$ cat config.mk
export PLATFORM = sky130hd
export DESIGN_NAME = wn_pdcchrx_dmrs_prb_combiner_flat
export DESIGN_NICKNAME = d
export VERILOG_FILES = /design/src/rtl/wn_pdcchrx_pkg.sv /design/src/rtl/wn_pdcchrx_dmrs_prb_combiner_if.sv /design/src/rtl/wn_pdcchrx_qpsk_derot.sv /design/src/rtl/wn_pdcchrx_dmrs_prb_combiner.sv /design/src/flat_wrapper.sv
export SDC_FILE = /design/constraint.sdc
export NUM_CORES = 1
export LEC_CHECK = 0
export CAP_MARGIN = 20
export CORE_ASPECT_RATIO = 1.1
export CORE_MARGIN = 8
export CORE_UTILIZATION = 45
export CTS_BUF_LIST = sky130_fd_sc_hd__clkbuf_16
export DETAILED_ROUTE_END_ITERATION = 8
export HOLD_SLACK_MARGIN = 0.08
export PLACE_DENSITY = 0.68
export SYNTH_ARGS = -nofsm -noshare
export SYNTH_HDL_FRONTEND = slang
export SYNTH_SLANG_ARGS = --single-unit
$ cat constraint.sdc
create_clock -name clock -period 9.3 [get_ports clock]
set_input_delay 1.86 -clock clock [delete_from_list [all_inputs] [get_ports clock]]
set_output_delay 1.86 -clock clock [all_outputs]
set_load 0.02 [all_outputs]
$ cat src/rtl/wn_pdcchrx_pkg.sv
// Shared types, DMRS code points and fixed-point helpers for the PDCCH RX DMRS path.
package wn_pdcchrx_pkg;

  localparam logic [1:0] DMRS_PP = 2'b00;
  localparam logic [1:0] DMRS_NP = 2'b01;
  localparam logic [1:0] DMRS_PN = 2'b10;
  localparam logic [1:0] DMRS_NN = 2'b11;

  typedef enum logic {
    ST_ACC   = 1'b0,
    ST_DRAIN = 1'b1
  } state_e;

  function automatic int acc_w(int iw, int ngrp);
    return iw + 1 + $clog2(ngrp);
  endfunction

  function automatic longint sat(longint x, int w);
    longint hi;
    longint lo;
    hi = (longint'(1) <<< (w - 1)) - longint'(1);
    lo = -hi - longint'(1);
    if (x > hi) return hi;
    if (x < lo) return lo;
    return x;
  endfunction

  // Round half up, then arithmetic shift.
  function automatic longint rnd_shr(longint x, int sh);
    if (sh == 0) return x;
    return (x + (longint'(1) <<< (sh - 1))) >>> sh;
  endfunction

endpackage

$ cat src/rtl/wn_pdcchrx_dmrs_prb_combiner_if.sv
// AXI-stream style bundle: data, valid, last, ready.
interface wn_pdcchrx_dmrs_prb_combiner_if #(
  parameter int W = 8
) ();
  logic [W-1:0] tdata;
  logic         tvalid;
  logic         tlast;
  logic         tready;

  modport master (
    output tdata, tvalid, tlast,
    input  tready
  );

  modport slave (
    input  tdata, tvalid, tlast,
    output tready
  );
endinterface

$ cat src/rtl/wn_pdcchrx_qpsk_derot.sv
// Per-antenna conjugate multiply by a QPSK DMRS symbol, IW -> IW+1 bits.
module wn_pdcchrx_qpsk_derot
  import wn_pdcchrx_pkg::*;
#(
  parameter int IW = 16
) (
  input  logic signed [IW-1:0] a_i,
  input  logic signed [IW-1:0] b_i,
  input  logic [1:0]           code_i,
  output logic signed [IW:0]   i_o,
  output logic signed [IW:0]   q_o
);
  localparam int PW = IW + 1;
  localparam int XW = IW + 2;

  logic signed [XW-1:0] a;
  logic signed [XW-1:0] b;
  logic signed [XW-1:0] pi;
  logic signed [XW-1:0] pq;

  assign a = XW'(a_i);
  assign b = XW'(b_i);

  always_comb begin
    pi = '0;
    pq = '0;
    unique case (1'b1)
      (code_i == DMRS_PP): begin
        pi = a + b;
        pq = b - a;
      end
      (code_i == DMRS_NP): begin
        pi = b - a;
        pq = -a - b;
      end
      (code_i == DMRS_PN): begin
        pi = a - b;
        pq = a + b;
      end
      (code_i == DMRS_NN): begin
        pi = -a - b;
        pq = a - b;
      end
      default: ;
    endcase
  end

  // -(-FS)-(-FS) is the one case that needs clipping back to IW+1.
  assign i_o = PW'(sat(longint'(pi), PW));
  assign q_o = PW'(sat(longint'(pq), PW));

endmodule

$ cat src/rtl/wn_pdcchrx_dmrs_prb_combiner.sv
// PDCCH DMRS modulation removal with optional per-PRB coherent combining.
// Joins the DMRS code and RX sample streams; single registered output stage.
module wn_pdcchrx_dmrs_prb_combiner
  import wn_pdcchrx_pkg::*;
#(
  parameter int nRX       = 2,
  parameter int IW        = 16,
  parameter int OW        = 16,
  parameter int NGRP      = 3,
  parameter int ACC_SHIFT = 2
) (
  input  logic clock,
  input  logic reset,
  input  logic mode,
  input  logic err_clr,
  wn_pdcchrx_dmrs_prb_combiner_if.slave  dmrs_in,
  wn_pdcchrx_dmrs_prb_combiner_if.slave  data_in,
  wn_pdcchrx_dmrs_prb_combiner_if.master estm_out,
  output logic short_grp_err
);
  localparam int PW = IW + 1;
  localparam int AW = acc_w(IW, NGRP);
  localparam int CW = (NGRP > 1) ? $clog2(NGRP) : 1;
  localparam int NC = 2 * nRX;
  localparam int DW = NC * OW;
  localparam logic [CW-1:0] LAST_CNT = CW'(NGRP - 1);

  state_e               st_q, st_d;
  logic [CW-1:0]        cnt_q, cnt_d;
  logic signed [AW-1:0] acc_q  [NC];
  logic signed [AW-1:0] acc_d  [NC];
  logic signed [AW-1:0] acc_nx [NC];
  logic signed [PW-1:0] prod   [NC];
  logic                 mode_q, mode_d;
  logic [DW-1:0]        od_q, od_d, res;
  logic                 ov_q, ov_d;
  logic                 ol_q, ol_d;
  logic                 err_q, err_d;
  logic                 mode_eff, last_re, done;
  logic                 both_v, can_take, take;
  logic                 unused_w;

  for (genvar k = 0; k < nRX; k++) begin : g_derot
    wn_pdcchrx_qpsk_derot #(.IW(IW)) u_derot (
      .a_i    (data_in.tdata[2*k*IW +: IW]),
      .b_i    (data_in.tdata[(2*k+1)*IW +: IW]),
      .code_i (dmrs_in.tdata[1:0]),
      .i_o    (prod[2*k]),
      .q_o    (prod[2*k+1])
    );
  end

  // Mode is latched on the first RE of a group only.
  always_comb begin
    mode_eff = (cnt_q == '0) ? mode : mode_q;
    last_re  = (cnt_q == LAST_CNT);
    done     = !mode_eff || last_re || data_in.tlast;
    both_v   = data_in.tvalid && dmrs_in.tvalid;
  end

  always_comb begin
    res = '0;
    for (int c = 0; c < NC; c++) begin
      acc_nx[c] = acc_q[c] + AW'(prod[c]);
      if (mode_eff)
        res[c*OW +: OW] =
          OW'(sat(rnd_shr(longint'(acc_nx[c]), ACC_SHIFT), OW));
      else
        res[c*OW +: OW] =
          OW'(sat(longint'(prod[c]) >>> 1, OW));
    end
  end

  always_ff @(posedge clock) begin
    if (reset) st_q <= ST_ACC;
    else       st_q <= st_d;
  end

  always_comb begin
    st_d = st_q;
    unique case (st_q)
      ST_ACC:
        if (both_v && done && ov_q && !estm_out.tready)
          st_d = ST_DRAIN;
      ST_DRAIN:
        if (estm_out.tready)
          st_d = ST_ACC;
      default: st_d = ST_ACC;
    endcase
  end

  always_comb begin
    can_take = (st_q == ST_ACC) &&
               (!done || !ov_q || estm_out.tready);
    take     = both_v && can_take;
  end

  always_comb begin
    cnt_d  = cnt_q;
    mode_d = mode_q;
    od_d   = od_q;
    ov_d   = ov_q && !estm_out.tready;
    ol_d   = ol_q;
    err_d  = err_q && !err_clr;
    for (int c = 0; c < NC; c++) acc_d[c] = acc_q[c];
    if (take) begin
      mode_d = mode_eff;
      if (done) begin
        cnt_d = '0;
        for (int c = 0; c < NC; c++) acc_d[c] = '0;
        od_d  = res;
        ov_d  = 1'b1;
        ol_d  = data_in.tlast;
        if (mode_eff && data_in.tlast && !last_re)
          err_d = 1'b1;
      end else begin
        cnt_d = cnt_q + CW'(1);
        for (int c = 0; c < NC; c++) acc_d[c] = acc_nx[c];
      end
    end
  end

  always_ff @(posedge clock) begin
    if (reset) begin
      cnt_q  <= '0;
      mode_q <= 1'b0;
      od_q   <= '0;
      ov_q   <= 1'b0;
      ol_q   <= 1'b0;
      err_q  <= 1'b0;
      for (int c = 0; c < NC; c++) acc_q[c] <= '0;
    end else begin
      cnt_q  <= cnt_d;
      mode_q <= mode_d;
      od_q   <= od_d;
      ov_q   <= ov_d;
      ol_q   <= ol_d;
      err_q  <= err_d;
      for (int c = 0; c < NC; c++) acc_q[c] <= acc_d[c];
    end
  end

  assign data_in.tready  = can_take;
  assign dmrs_in.tready  = can_take;
  assign estm_out.tdata  = od_q;
  assign estm_out.tvalid = ov_q;
  assign estm_out.tlast  = ol_q;
  assign short_grp_err   = err_q;
  assign unused_w        = ^{dmrs_in.tdata[7:2], dmrs_in.tlast};

endmodule

$ cat src/flat_wrapper.sv
// flat-port wrapper written by rule: the top's interface ports become plain ports
module wn_pdcchrx_dmrs_prb_combiner_flat import wn_pdcchrx_pkg::*;
#(
  parameter int nRX       = 2,
  parameter int IW        = 16,
  parameter int OW        = 16,
  parameter int NGRP      = 3,
  parameter int ACC_SHIFT = 2
)
  (clock, reset, mode, err_clr, short_grp_err, dmrs_in_tdata, dmrs_in_tvalid, dmrs_in_tlast, dmrs_in_tready, data_in_tdata, data_in_tvalid, data_in_tlast, data_in_tready, estm_out_tdata, estm_out_tvalid, estm_out_tlast, estm_out_tready);
  wn_pdcchrx_dmrs_prb_combiner_if #(.W(8)) dmrs_in_i ();
  wn_pdcchrx_dmrs_prb_combiner_if #(.W(64)) data_in_i ();
  wn_pdcchrx_dmrs_prb_combiner_if #(.W(64)) estm_out_i ();
  input  logic clock;
  input  logic reset;
  input  logic mode;
  input  logic err_clr;
  output logic short_grp_err;
  input wire logic [$bits(dmrs_in_i.tdata)-1:0] dmrs_in_tdata;
  input wire logic [$bits(dmrs_in_i.tvalid)-1:0] dmrs_in_tvalid;
  input wire logic [$bits(dmrs_in_i.tlast)-1:0] dmrs_in_tlast;
  output wire logic [$bits(dmrs_in_i.tready)-1:0] dmrs_in_tready;
  input wire logic [$bits(data_in_i.tdata)-1:0] data_in_tdata;
  input wire logic [$bits(data_in_i.tvalid)-1:0] data_in_tvalid;
  input wire logic [$bits(data_in_i.tlast)-1:0] data_in_tlast;
  output wire logic [$bits(data_in_i.tready)-1:0] data_in_tready;
  output wire logic [$bits(estm_out_i.tdata)-1:0] estm_out_tdata;
  output wire logic [$bits(estm_out_i.tvalid)-1:0] estm_out_tvalid;
  output wire logic [$bits(estm_out_i.tlast)-1:0] estm_out_tlast;
  input wire logic [$bits(estm_out_i.tready)-1:0] estm_out_tready;
  assign dmrs_in_i.tdata = dmrs_in_tdata;
  assign dmrs_in_i.tvalid = dmrs_in_tvalid;
  assign dmrs_in_i.tlast = dmrs_in_tlast;
  assign dmrs_in_tready = dmrs_in_i.tready;
  assign data_in_i.tdata = data_in_tdata;
  assign data_in_i.tvalid = data_in_tvalid;
  assign data_in_i.tlast = data_in_tlast;
  assign data_in_tready = data_in_i.tready;
  assign estm_out_tdata = estm_out_i.tdata;
  assign estm_out_tvalid = estm_out_i.tvalid;
  assign estm_out_tlast = estm_out_i.tlast;
  assign estm_out_i.tready = estm_out_tready;
  wn_pdcchrx_dmrs_prb_combiner #(.nRX(nRX), .IW(IW), .OW(OW), .NGRP(NGRP), .ACC_SHIFT(ACC_SHIFT)) u_core (.clock(clock), .reset(reset), .mode(mode), .err_clr(err_clr), .dmrs_in(dmrs_in_i), .data_in(data_in_i), .estm_out(estm_out_i), .short_grp_err(short_grp_err));
endmodule
Yosys cells after proc, flatten, opt, wreduce, memory -nomap -nowiden. Memory sizes are Yosys's and may differ from the RTL's. Index checks and enable logic that the tools add are counted.

Output and inout bits: 69. RAM bits: 76. Memory bits (read-only): 0. Register bits: 71. Logic and storage cells: 210. Latch bits: 0. Memories: 1.

Bitwise operators: 5. Add/subtract/negate cells: 19. $mul: 0. Equality and inequality tests: 4. Div/mod/pow operators: 0. Reduce and logical (&&, ||, !) cells: 23. $lt $le $gt $ge: 24. Shifts and indexed selects: 0. Mux-type cells: 127.

Memories: u_core.acc_q (depth 4, width 19, rd ports 4, clocked after memory_dff 0, write ports 4, line wn_pdcchrx_dmrs_prb_combiner.sv:30) `logic signed [AW-1:0] acc_q [NC];`.

Operators by type and width (number): two-way mux 16 bit (32); one-hot mux 18 bit (4 select lines) (4); two-way mux 17 bit (12); two-way mux 76 bit (2); two-way mux 15 bit (8); adder 19 x 3 -> 20 bit (second input constant) (4); adder 19 x 17 -> 19 bit (4); two-way mux 19 bit (4); greater-than comparator 18 x 16 -> 1 bit (second input constant) (4); greater-than comparator 18 x 17 -> 1 bit (second input constant) (4); less-than comparator 18 x 16 -> 1 bit (second input constant) (4); less-than comparator 18 x 17 -> 1 bit (second input constant) (4); subtractor 16 x 16 -> 17 bit (4); greater-than comparator 16 bit (second input constant) (4); less-than comparator 16 bit (second input constant) (4); two-way mux 1 bit (63); negator 16 -> 18 bit (2); subtractor 18 x 16 -> 18 bit (2); adder 16 x 16 -> 17 bit (2); logical AND 1 bit (10); equality test 2 bit (second input constant) (3); logical NOT 1 bit (6); logical NOT 2 bit (2); logical OR 1 bit (4); other kinds (7) (10).

Depth between registers and ports, before layout. Gate-level depths: netlist of run 1.

Depth after elaboration: 18. Gate-level depth with buffers: 28. Gate-level depth less buffers: 27.

Cells and area by module. Synthesis of run 1 repeated with hierarchy kept, for this count alone.

Cells, all modules: 2901. Area total of the unflattened synthesis: 21732.1 um2.

By module, submodules not included: wn_pdcchrx_dmrs_prb_combiner (area an instance 11700.0 um2, cells each 1482, times used 1); wn_pdcchrx_qpsk_derot at u_core.g_derot[1].u_derot (area an instance 5368.9 um2, cells each 753, times used 1); wn_pdcchrx_qpsk_derot at u_core.g_derot[0].u_derot (area an instance 4663.2 um2, cells each 666, times used 1).

Worst setup path before layout of run 1. Ideal clock, no wire load.

Path kind: input-to-reg. From: in data_in_tdata[34]. To: reg u_core.od_q[49] (netlist: u_core.estm_out.tdata[49]). Required time: 9.183 ns. Stages: 27. Setup slack: 1.234 ns. Data arrival time: 7.949 ns. Path buffers: 1. Cell sequence: inv_1 -> ha_1 -> buf_2 -> inv_1 -> fa_1 -> nor3_1 -> o211ai_1 -> o31a_1 -> a211oi_1 -> nor2_1 -> nor2_1 -> nor2_1 -> nor2_1 -> ha_1 -> inv_1 -> fa_1 -> nor2b_4 -> o31a_4 -> o21ai_2 -> a211o_2 -> and2_2 -> o2111a_1 -> a311oi_4 -> xor2_1 -> nor3_1 -> o211ai_1 -> a32o_1.

Cells in the longest elaborated chain, start to end: 17. Elaborated cells between the ends (all ways): 40. Those cells by class: add/sub: 7; order compare: 6; mux: 27.

Ends and longest elaborated chain: from (decl) (line flat_wrapper.sv:23) `input wire logic [$bits(data_in_i.tdata)-1:0] data_in_tdata;`; negator 16 -> 18 bit (line wn_pdcchrx_qpsk_derot.sv:34) `pq = -a - b;`; subtractor 18 x 16 -> 18 bit (line wn_pdcchrx_qpsk_derot.sv:34); one-hot mux 18 bit (4 select lines) (*) (line wn_pdcchrx_qpsk_derot.sv:27) `unique case (1'b1)`; greater-than comparator 18 x 17 -> 1 bit or less-than comparator 18 x 17 -> 1 bit (tied branches) (line wn_pdcchrx_pkg.sv:23, wn_pdcchrx_pkg.sv:24); two-way mux 16 bit or two-way mux 1 bit (tied branches) (line wn_pdcchrx_pkg.sv:23, wn_pdcchrx_pkg.sv:24); two-way mux 17 bit or two-way mux 1 bit (tied branches) (line wn_pdcchrx_pkg.sv:24) `if (x < lo) return lo;`; two-way mux 17 bit (line wn_pdcchrx_pkg.sv:25) `return x;`; two-way mux 17 bit (*) (line wn_pdcchrx_pkg.sv:24); adder 19 x 17 -> 19 bit (line wn_pdcchrx_dmrs_prb_combiner.sv:64) `acc_nx[c] = acc_q[c] + AW'(prod[c]);`; adder 19 x 3 -> 20 bit (line wn_pdcchrx_pkg.sv:31) `return (x + (longint'(1) <<< (sh - 1))) >>> sh;`; less-than comparator 18 x 16 -> 1 bit (line wn_pdcchrx_pkg.sv:24); two-way mux 1 bit (2 in a row) (line wn_pdcchrx_pkg.sv:24); two-way mux 1 bit (line wn_pdcchrx_dmrs_prb_combiner.sv:65) `if (mode_eff)`; two-way mux 16 bit (line wn_pdcchrx_pkg.sv:25); two-way mux 16 bit (line wn_pdcchrx_pkg.sv:24); two-way mux 16 bit (*) (line wn_pdcchrx_dmrs_prb_combiner.sv:65); to (signal assigned) (line wn_pdcchrx_dmrs_prb_combiner.sv:127) `od_q <= '0;`; to (signal assigned) (line wn_pdcchrx_dmrs_prb_combiner.sv:135) `od_q <= od_d;`; to (decl) (line wn_pdcchrx_dmrs_prb_combiner.sv:35) `logic [DW-1:0] od_q, od_d, res;`.

Every way passes the cells marked *; elsewhere a longest branch is shown, timed or not. The select of a mux whose other input is x is not followed. A chain may end at the register's enable or synchronous reset.

Worst setup path in the final report of run 1.
From: in data_in_tdata[1]. To: reg u_core.od_q[8] (netlist: u_core.estm_out.tdata[8]).

Cells in the longest elaborated chain, start to end: 17. Elaborated cells between the ends (all ways): 40. Those cells by class: add/sub: 7; order compare: 6; mux: 27.

Ends and longest elaborated chain: negator 16 -> 18 bit (line wn_pdcchrx_qpsk_derot.sv:41) `pi = -a - b;`; subtractor 18 x 16 -> 18 bit (line wn_pdcchrx_qpsk_derot.sv:41); one-hot mux 18 bit (4 select lines) (*) (line wn_pdcchrx_qpsk_derot.sv:27); greater-than comparator 18 x 17 -> 1 bit or less-than comparator 18 x 17 -> 1 bit (tied branches) (line wn_pdcchrx_pkg.sv:23, wn_pdcchrx_pkg.sv:24); two-way mux 16 bit or two-way mux 1 bit (tied branches) (line wn_pdcchrx_pkg.sv:23, wn_pdcchrx_pkg.sv:24); two-way mux 17 bit or two-way mux 1 bit (tied branches) (line wn_pdcchrx_pkg.sv:24); two-way mux 17 bit (line wn_pdcchrx_pkg.sv:25); two-way mux 17 bit (*) (line wn_pdcchrx_pkg.sv:24); adder 19 x 17 -> 19 bit (line wn_pdcchrx_dmrs_prb_combiner.sv:64); adder 19 x 3 -> 20 bit (line wn_pdcchrx_pkg.sv:31); less-than comparator 18 x 16 -> 1 bit (line wn_pdcchrx_pkg.sv:24); two-way mux 1 bit (2 in a row) (line wn_pdcchrx_pkg.sv:24); two-way mux 1 bit (line wn_pdcchrx_dmrs_prb_combiner.sv:65); two-way mux 16 bit (line wn_pdcchrx_pkg.sv:25); two-way mux 16 bit (line wn_pdcchrx_pkg.sv:24); two-way mux 16 bit (*) (line wn_pdcchrx_dmrs_prb_combiner.sv:65).

Marked as above.

==> results.md, run 1 <==
- Dpl ws: ~0.035 ns
- Met2 Use GR: 42.4%
- Synthesized area: approximately 21,000 sq um
- Core area: 46,400 sq um
- Overall routed net length: 73.5 mm
- Clock latency on the worst-skew pair: about 0.45 ns
- Number of global-route vias before repair: 20,900
- GP Congestion: around 0.96
- Via density: slightly above 6
- Final worst-path cycle share: 95.6%
- Clock sink count: between 100 and 150
- CTS Root Cell: clkbuf_16
- Hold Vio Cnt, Final: 0
- Antenna violation net count after detailed routing: 0
- Final setup viols: 0
- Clock-pin slew on the worst setup and hold paths: 0.07 ns
- DR vias: roughly 22,000
- Share of layout cells above drive strength 1: roughly 9%
- Post-synth EDFFs: 0
- Clock skew: 0.00918 ns
- Post-Synth Adder-Cell Area: 16.0%
- CTS buffer count: 17
- Critical Path Max Stage Delay: roughly 0.6 ns
- Syn Nets: between 3,000 and 4,000
- Worst setup SP type: primary input
- Biggest area consumer among synthesized cells: ha_1
- Row count: 83
- Synth warnings: 0
- Post-synthesis xor/xnor area fraction: 10.1%
- Routed wire per std cell: between 20 and 25 um
- Synthesized instance count: 2,821
- Async set-reset flop share out of synthesis: 0%
- Mux cell area share after synthesis: 2.65%
- Peak VDD IR: between 90 and 100 uV
- Min-Delay Path Class: flop to flop
- Worst rel slew slack: about 29%
- R2r setup slk: about 4.9 ns
- Seq/Total Area, Yosys: ~14%
- Dpl hpwl: between 50 and 60 mm
- Largest family of logic cells by synthesized area: compound AO/OA/AOI/OAI gates
- Met3 GRT Util: between 2 and 3%
- Leakage: about 10 nW
- Critical Path Fanout Max: 14
- Worst reg-to-reg path cell count: 15
- First-pass GRT wire length: roughly 120 mm
- Drt pass-1 iters: 5
- Worst Setup EP: u_core.estm_out.tdata[8]
- Synth top area share: 14.8%
- Avg Inst Size Synth: between 7 and 8 sq um
- WS Path Type: primary input to flop
- Yosys cell types: about 110
- Met1 GRT Util: 35.9%
- Residual DRC: 0
- Largest net degree at the start of global routing: 69
- Nets: 3,318
- Crit end category: flop
- Status: finished, final reports clean
- Top cells by area, synth: ha_1 15%, dfxtp_1 14%, xnor2_1 6.9%
- CTS tree: done
- Die Y: between 200 and 250 um
- Worst Path Required: 9.63 ns
- Starting Density: ~45%
- Cell at the slowest stage of the critical path: clkdlybuf4s50_1
- Final setup margin: between 0.4 and 0.5 ns
- Hold-fix buffers, CTS: 0
- Grt ovf: 0
- Gr usage total: between 20% and 30%
- RR Startpoint: u_core.acc_q[3][0]
- #FFs+latches synth: between 100 and 150
- Post-layout power: between 3 and 4 mW
- H-tree levels: 4
- Die W: approximately 220 um
- Post-Synth Simple-Gate Area: between 20% and 30%
- Die area: between 50,000 and 60,000 sq um
- Fmax: ~0.11 GHz
- Initial antenna violation count: 0
- WP data arrival: 9.23 ns
- Final critical-path required period: approximately 8.9 ns
- Worst Tran Pin Value: 1.06 ns
- PD cells: 150 nW/um^2
- Max-slew violation count: 0
- Crit-path most repeated cell: buf_4
- Top cells by count, synth: 313 x nor2_1, 248 x ha_1, 206 x nand2_1
- Crit. Startpoint: data_in_tdata[1]
- Number of DRC markers in iteration 0: around 1,800
- # Max-Cap Violations: 0
- # Post-CTS Setup Buffers: 0
- Synth Flop Type: dfxtp_1
- Synth Area in Compound Gates: 30.3%
- Clock Tree Buf Depth: 2
- PortBufs: about 140
- Most common cell in the netlist: nor2_1
- ANT cells: 0
- Area Overhead vs Synth: 15.6%
- IO Pins: 150
- Post-CTS sizing: 0
- GR peak layer: met2
- Reg-to-reg endpoint: u_core.estm_out.tdata[60]
-- cell type report --
type,instances,area (sq um)
clock buffer,17,425
clock inverter,15,199
fill,4494,22200
inverter,163,612
multi-input combinational,2368,16900
sequential,147,2940
tap,595,744
timing repair buffer,280,2450
-- per-stage QoR --
| stage | TNS (ns) | hold slack (ns) | area [sq um] | utilization, % | cells |
|---|---|---|---|---|---|
| after floorplan | 0 | 0.457 | 21000 | - | 2821 |
| after global placement | 0 | 0.441 | 23600 | 50.9 | 3553 |
| after detailed placement | 0 | 0.440 | 23600 | 50.9 | 3553 |
| after CTS | 0 | 0.449 | 24200 | 52.2 | 3585 |
| after global routing | -0.00617 | 0.468 | 24300 | 52.3 | 3585 |
| final | 0 | 0.445 | 24300 | 52.3 | 3585 |
-- worst min path at each step --
stage / end / cells after the start / from
after floorplan: u_core.acc_q[0][18] / 2 / u_core.acc_q[0][18]
after global placement: u_core.estm_out.tdata[34] / 2 / u_core.estm_out.tdata[34]
after detailed placement: u_core.estm_out.tdata[34] / 2 / u_core.estm_out.tdata[34]
after CTS: u_core.estm_out.tdata[34] / 2 / u_core.estm_out.tdata[34]
after global routing: u_core.estm_out.tdata[34] / 2 / u_core.estm_out.tdata[34]
final: u_core.estm_out.tdata[34] / 2 / u_core.estm_out.tdata[34]
-- logic make-up after synthesis --
family | after synthesis
fa+ha+maj | 261
buf+inv | 306
flops | 147
compound gates | 921
mux | 37
simple gates | 912
xor+xnor | 237
-- metal layers --
metal  vias up  part of all wire (%)
met3       100                   6.6
met2       862                    45
met4         0                   2.6
li1      10600                     -
met5         -                     0
met1     10500                    46
-- power by group --
group	leakage, nW	switching [mW]	internal, mW	total (mW)
combinational	8.58	1.31	0.883	2.19
sequential	1.20	0.0290	0.669	0.698
clock	0.317	0.290	0.469	0.759
-- registers in the layout, summed over array words and instances (netlist names) --
signal                  count
u_core.estm_out.tvalid      1
u_core.mode_q               1
u_core.short_grp_err        1
u_core.st_q                 1
u_core.cnt_q                2
u_core.estm_out.tdata      64
u_core.estm_out.tlast       1
u_core.acc_q               76
-- cell usage in the layout, fill, tap and decap left out, types with 46 or more instances in the layout --
| cell | instances |
|---|---|
| nor2_1 | 310 |
| ha_1 | 248 |
| nand2_1 | 205 |
| a21oi_1 | 199 |
| xnor2_1 | 166 |
| inv_1 | 162 |
| o21ai_0 | 148 |
| dfxtp_1 | 147 |
| buf_4 | 140 |
| clkdlybuf4s50_1 | 139 |
| a22oi_1 | 77 |
| xor2_1 | 68 |
| nor3_1 | 61 |
| nand3_1 | 59 |
| o211ai_1 | 47 |
| a211oi_1 | 46 |
-- critical path: cells and delay by family --
family	cells	cell delay, ns
AO/OA/AOI/OAI	10	2.36
adder cells (fa/ha/maj)	3	1.05
buffers and inverters	6	1.41
AND/OR/NAND/NOR	10	2.55
Power figures use the tool's default switching activity.
==> inputs of run 2 (changes only) <==
==> constraint.sdc (replaced) <==
create_clock -name clock -period 11.4 [get_ports clock]
set_input_delay 2.28 -clock clock [delete_from_list [all_inputs] [get_ports clock]]
set_output_delay 2.28 -clock clock [all_outputs]
set_load 0.02 [all_outputs]
==> run 2 against run 1 <==
Compared with the run above:
- clock-buffer cell count unchanged
- largest power group unchanged
- first-iteration DRC count up 9.5%
- clock skew up 0.0045 ns
- sequential share of layout area up 0.47 points
- via count down 2.3%
- hold slack better by 0.0054 ns
- core utilization down 2.0 points
- critical endpoint is now u_core.estm_out.tdata[0]
- sequential power down 18%
- cell area down 3.8%
- cell count down 3.2%
==> results.md, run 2 (same netlist as run 1, synthesis figures left out) <==
- CTS buffer count: 17 (unchanged)
- Initial antenna violation count: 0 (unchanged)
- ANT cells: 0 (unchanged)
- Worst rel slew slack: 27.5% (-1.3 points)
- Die Y: 243 um (unchanged)
- WHS: 0.450 ns (+0.00543 ns)
- Area Overhead vs Synth: 11.2%
- Overall routed net length: 71.8 mm (-2.4%)
- Top reg by flops: u_core.acc_q
- Share of layout cells above drive strength 1: 5.08% (-3.7 points)
- Peak VDD IR: 104 uV (+9.0%)
- PD cells: 121 nW/um^2 (-19%)
- Number of global-route vias before repair: 20,200 (-3.3%)
- WP depth: 25 (-14%)
- Die W: 222 um (unchanged)
- RR Startpoint: u_core.acc_q[2][0]
- Min-Delay Path Class: flop to flop
- Die area: 53,800 sq um (unchanged)
- Drt pass-1 iters: 5 (unchanged)
- Clock Tree Buf Depth: 2 (unchanged)
- Commonest non-fill, non-tap cells in the layout: 310 x nor2_1, 248 x ha_1, 205 x nand2_1
- Critical Path Fanout Max: 11 (-3)
- Fmax: approximately 0.099 GHz
- PortBufs: 142 (unchanged)
- Crit end category: flop
- Crit path max-delay family: compound AO/OA/AOI/OAI gates
- Grt ovf: 0 (unchanged)
- Routed wire per std cell: 20.7 um (+0.87%)
- Worst Path Required: 11.74 ns (+2.11 ns)
- Number of DRC markers in iteration 0: 1,978 (+9.5%)
- Worst setup SP type: primary input
- Cell at the slowest stage of the critical path: nor4b_1
- Leakage: 9.51 nW (-5.7%)
- Commonest non-fill, non-tap cell in the layout: nor2_1
- CP bufs+invs: 3 (-3)
- CTS Root Cell: clkbuf_16
- Worst Setup EP: u_core.estm_out.tdata[0]
- H-tree levels: 4 (unchanged)
- Setup TNS: 0 ns (unchanged)
- Hold Vio Cnt, Final: 0 (unchanged)
- Final setup viols: 0 (unchanged)
- CTS tree: done
- Core area: 46,400 sq um (unchanged)
- Row count: 83 (unchanged)
- Largest net degree at the start of global routing: 86 (+25%)
- # Post-CTS Setup Buffers: 0 (unchanged)
- Clock skew: 0.0136 ns (+0.00447 ns)
- WP data arrival: 10.49 ns (+1.26 ns)
- Via density: 6.21 (+0.99%)
- Status: finished, final reports clean
- Max reg flops: 76 (unchanged)
- Clock latency on the worst-skew pair: 0.45 ns (about the same)
- Worst reg-to-reg path cell count: 13 (-2)
- Worst Tran Pin Value: 1.08 ns (+0.0201 ns)
- Starting Density: 45.2% (unchanged)
- Nets: 3,204 (-3.4%)
- Clock-pin slew on the worst setup and hold paths: 0.06 ns (about the same)
- IO Pins: 150 (unchanged)
- Unrepaired setup endpoints after global routing: no
- Final critical-path required period: slightly above 10 ns
- Clock sink count: 147 (unchanged)
- Residual DRC: 0 (unchanged)
- # Max-Cap Violations: 0 (unchanged)
- First-pass GRT wire length: 113 mm (-2.3%)
- DR vias: 21,600 (-2.3%)
- Reg-to-reg endpoint: u_core.estm_out.tdata[33]
- Hold-fix buffers, CTS: 0 (unchanged)
- Crit. Startpoint: data_in_tdata[1]
- R2r setup slk: 6.84 ns (+1.93 ns)
- Dpl hpwl: 56.3 mm (-3.9%)
- Critical Path Max Stage Delay: 0.64 ns (+0.04 ns)
- WS Path Type: primary input to flop
- GP Congestion: 0.957 (-0.39%)
- Final worst-path cycle share: about nine tenths
- Post-CTS sizing: 0 (unchanged)
- Antenna violation net count after detailed routing: 0 (unchanged)
- Gr usage total: 25.4% (-0.65 points)
- Max-slew violation count: 0 (unchanged)
==> run 2: power by group <==
| group | switching (mW) | internal (mW) | total [mW] |
|---|---|---|---|
| Clock | 0.235 | 0.359 | 0.595 |
| Sequential | 0.0237 | 0.546 | 0.569 |
| Combinational | 1.04 | 0.632 | 1.67 |
| Total | 1.30 | 1.54 | 2.84 |
==> run 2: through the flow <==
stage | std cells | total power, mW | setup WS [ns] | instance area [sq um] | util [%]
finish | 3469 | 2.84 | 1.26 | 23400 | 50.3
global route | 3469 | 3.01 | 0.728 | 23400 | 50.3
CTS | 3469 | 2.81 | 1.37 | 23400 | 50.3
detailed placement | 3439 | 2.21 | 0.969 | 22800 | 49.0
global placement | 3439 | 2.18 | 1.09 | 22800 | 49.0
floorplan | 2821 | 1.76 | 2.91 | 21000 | -
==> run 2: per-layer routing <==
metal | vias to the layer above | track usage [%] | share of wire, % | wire (um)
met3 | 92 | 3.54 | 6.9 | 4920
met5 | - | 0 | 0 | 0
met1 | 10300 | 34.9 | 46 | 32800
met4 | 0 | 7.14 | 2.4 | 1690
li1 | 10400 | - | - | -
met2 | 801 | 41.2 | 45 | 32400
==> run 2: cell type report <==
cell class | count | area, sq um
Clock buffer | 17 | 425
Clock inverter | 13 | 169
Fill cell | 4616 | 23100
Inverter | 163 | 612
Multi-Input combinational cell | 2368 | 16900
Sequential cell | 147 | 2940
Tap cell | 595 | 744
Timing Repair Buffer | 166 | 1590
==> run 2: worst min-delay path by stage <==
| stage | from | to | cells past startpoint |
|---|---|---|---|
| after CTS | u_core.estm_out.tdata[13] | u_core.estm_out.tdata[13] | 2 |
| after floorplan | u_core.acc_q[0][18] | u_core.acc_q[0][18] | 2 |
| after global placement | u_core.estm_out.tdata[39] | u_core.estm_out.tdata[39] | 2 |
| after detailed placement | u_core.estm_out.tdata[0] | u_core.estm_out.tdata[0] | 1 |
| after global routing | u_core.estm_out.tdata[7] | u_core.estm_out.tdata[7] | 2 |
| final | u_core.estm_out.tdata[13] | u_core.estm_out.tdata[13] | 2 |
==> run 2: tightest hold or removal path, stage by stage (launching register included) <==
cell and delay, ns:
dfxtp_1 0.31, nand2_1 0.05, o21ai_1 0.05
==> inputs of run 3 (changes only) <==
--- a/config.mk
+++ b/config.mk
@@ -8,11 +8,12 @@
 export CAP_MARGIN = 20
 export CORE_ASPECT_RATIO = 1.1
 export CORE_MARGIN = 8
-export CORE_UTILIZATION = 45
+export CORE_UTILIZATION = 55
 export CTS_BUF_LIST = sky130_fd_sc_hd__clkbuf_16
 export DETAILED_ROUTE_END_ITERATION = 8
+export GPL_TIMING_DRIVEN = 0
 export HOLD_SLACK_MARGIN = 0.08
-export PLACE_DENSITY = 0.68
+export PLACE_DENSITY = 0.79
 export SYNTH_ARGS = -nofsm -noshare
 export SYNTH_HDL_FRONTEND = slang
 export SYNTH_SLANG_ARGS = --single-unit
==> constraint.sdc (replaced) <==
create_clock -name clock -period 10.8 [get_ports clock]
set_input_delay 2.16 -clock clock [delete_from_list [all_inputs] [get_ports clock]]
set_output_delay 2.16 -clock clock [all_outputs]
set_load 0.02 [all_outputs]
==> run 3 against run 2 <==
Compared with the run above:
- register-to-register slack got worse by 0.59 ns
- clock skew fell by 0.0060 ns
- power rose by 9.7%
- first-iteration DRC count increased by 11%
- cell count rose by 0.72%
- clock-buffer cell count unchanged
- sequential cell count stayed put
- critical path depth unchanged
- setup slack got worse by 0.85 ns
- largest cell class unchanged
==> results.md, run 3 (same netlist as run 1, synthesis figures left out) <==
- RR Startpoint: u_core.acc_q[0][0]
- Worst rel slew slack: 22.9% (-4.6 points)
- Max-slew violation count: 0 (unchanged)
- Reg-to-reg endpoint: u_core.estm_out.tdata[12]
- Worst Path Required: 11.11 ns (-0.63 ns)
- Final critical-path required period: 10.39 ns
- Highest metal used: met5
- WHS: 0.450 ns (+0.000118 ns)
- Clock sink count: 147 (unchanged)
- Critical Path Fanout Max: 7 (-4)
- Fmax: around 0.096 GHz
- Worst setup SP type: primary input
- Worst reg-to-reg path cell count: 14 (+1)
- Dpl hpwl: 66.7 mm (+19%)
- Hold_sp: u_core.estm_out.tdata[43]
- GP Congestion: 0.986 (+3.0%)
- Drt pass-1 iters: 8 (+3)
- Overall routed net length: 81.6 mm (+14%)
- Clock Tree Buf Depth: 2 (unchanged)
- Dpl ws: -0.0524 ns (-1.02 ns)
- Die area: 44,700 sq um (-17%)
- Clock-pin slew on the worst setup and hold paths: 0.06 ns (about the same)
- Nets: 3,323 (+3.7%)
- # Max-Cap Violations: 0 (unchanged)
- H-tree levels: 4 (unchanged)
- Top reg by flops: u_core.acc_q
- # Post-CTS Setup Buffers: 0 (unchanged)
- Worst Tran Pin Value: 1.15 ns (+0.0689 ns)
- Post-CTS sizing: 0 (unchanged)
- Die W: 202 um (-8.9%)
- Final worst-path cycle share: around 96%
- Gr usage total: 34.7% (+9.3 points)
- Routed wl met2: 37.2 mm (+15%)
- Hold Crit Depth: 2 (unchanged)
- CTS tree: done
- Commonest non-fill, non-tap cell in the layout: nor2_1
- Hold Vio Cnt, Final: 0 (unchanged)
- Leakage: 9.68 nW (+1.7%)
- WP data arrival: 10.71 ns (+0.22 ns)
- Initial antenna violation count: 2 (+2)
- Residual DRC: 0 (unchanged)
- Row count: 75 (-9.6%)
- First-pass GRT wire length: 125 mm (+11%)
- Status: finished, final reports clean
- Max reg flops: 76 (unchanged)
- Min-Delay Endpoint: u_core.estm_out.tdata[43]
- Met3 Wirelength: 7.80 mm (+58%)
- Number of global-route vias before repair: 22,200 (+9.7%)
- CTS buffer count: 17 (unchanged)
- Starting Density: 55.4% (+10 points)
- Peak VDD IR: 112 uV (+7.3%)
- PD cells: 131 nW/um^2 (+8.3%)
- Routed wire per std cell: 23.3 um (+13%)
- Via density: 6.59 (+6.0%)
- Unrepaired setup endpoints after global routing: no
- IO Pins: 150 (unchanged)
- Core area: 37,900 sq um (-18%)
- Cell Count, Final, Fillers Out: 3,494 (+0.72%)
- WS Path Type: primary input to flop
- Setup TNS: 0 ns (unchanged)
- Post-layout power: 3.11 mW (+9.7%)
- Final setup margin: 0.407 ns (-0.850 ns)
- Number of DRC markers in iteration 0: 2,186 (+11%)
- CTS Root Cell: clkbuf_16
- Placed cell count: 3,463 (+0.70%)
- Min-Delay Path Class: flop to flop
- R2r setup slk: 6.25 ns (-0.59 ns)
- Crit end category: flop
- Commonest non-fill, non-tap cells in the layout: 313 x nor2_1, 248 x ha_1, 206 x nand2_1
- PortBufs: 142 (unchanged)
- ANT cells: 0 (unchanged)
- Share of layout cells above drive strength 1: 4.88% (-0.20 points)
- Die Y: 221 um (-8.9%)
- Clock latency on the worst-skew pair: 0.45 ns (about the same)
- DR vias: 23,000 (+6.8%)
- Largest net degree at the start of global routing: 17 (-80%)
- Final setup viols: 0 (unchanged)
- Met1 WL: 32.1 mm (-2.0%)
- Area Overhead vs Synth: 12.7%
- Hold-fix buffers, CTS: 0 (unchanged)
- Antenna violation net count after detailed routing: 0 (unchanged)
- Grt ovf: 0 (unchanged)
- Clock skew: 0.00761 ns (-0.00604 ns)
-- run 3: metal layers --
layer,up-vias,global-route usage (%)
li1,10700,-
met1,10900,42.0
met2,1219,56.8
met5,-,0
met4,2,17.8
met3,265,8.04
-- run 3: final cells by class --
type                            instances  area (sq um)
Buffer                                143           608
Clock buffer                           17           425
Clock inverter                         14           170
Fill cell                            3503         14300
Inverter                              163           612
Multi-Input combinational cell       2368         16800
Sequential cell                       147          2940
Tap cell                              500           626
Timing Repair Buffer                  142          1420
-- run 3: per-stage QoR --
stage / cell area [sq um] / utilization (%)
2_1_floorplan: 21000 / -
3_3_place_gp: 23000 / 60.8
3_5_place_dp: 23000 / 60.8
4_1_cts: 23600 / 62.3
5_1_grt: 23700 / 62.4
6_report: 23700 / 62.4
-- run 3: where the power goes --
group / total, mW / switching, mW / internal [mW] / leakage [nW]
Clock: 0.635 / 0.255 / 0.380 / 0.298
Combinational: 1.87 / 1.19 / 0.678 / 8.19
Sequential: 0.603 / 0.0274 / 0.576 / 1.20
-- run 3: worst max-delay path: stages --
cell and delay [ns]:
clkdlybuf4s50_1 0.62, inv_1 0.17, ha_1 0.36, ha_1 0.20, inv_1 0.06, fa_1 0.43
nor3_1 0.32, o211ai_1 0.34, o31a_1 0.47, a211oi_1 0.49, nor2_1 0.26, nor2_1 0.58
o21ai_0 0.50, inv_1 0.14, ha_1 0.26, a211oi_2 0.26, o21ai_2 0.15, o21bai_2 0.18
a41oi_1 0.28, or4b_1 0.58, a41o_1 0.31, o41ai_1 0.53, mux2i_2 0.21, a2111oi_1 0.68
o21ai_1 0.14
-- run 3: worst max path at each step --
stage | from | end | slack (ns) | cells after the start
detailed placement | data_in_tdata[1] | u_core.estm_out.tdata[8] | -0.05 | 26
CTS | data_in_tdata[1] | u_core.estm_out.tdata[8] | 0.34 | 26
global route | data_in_tdata[1] | u_core.estm_out.tdata[8] | 0.02 | 26
floorplan | data_in_tdata[34] | u_core.estm_out.tdata[49] | 2.43 | 27
finish | data_in_tdata[33] | u_core.estm_out.tdata[51] | 0.41 | 25
global placement | data_in_tdata[1] | u_core.estm_out.tdata[8] | 0.09 | 25
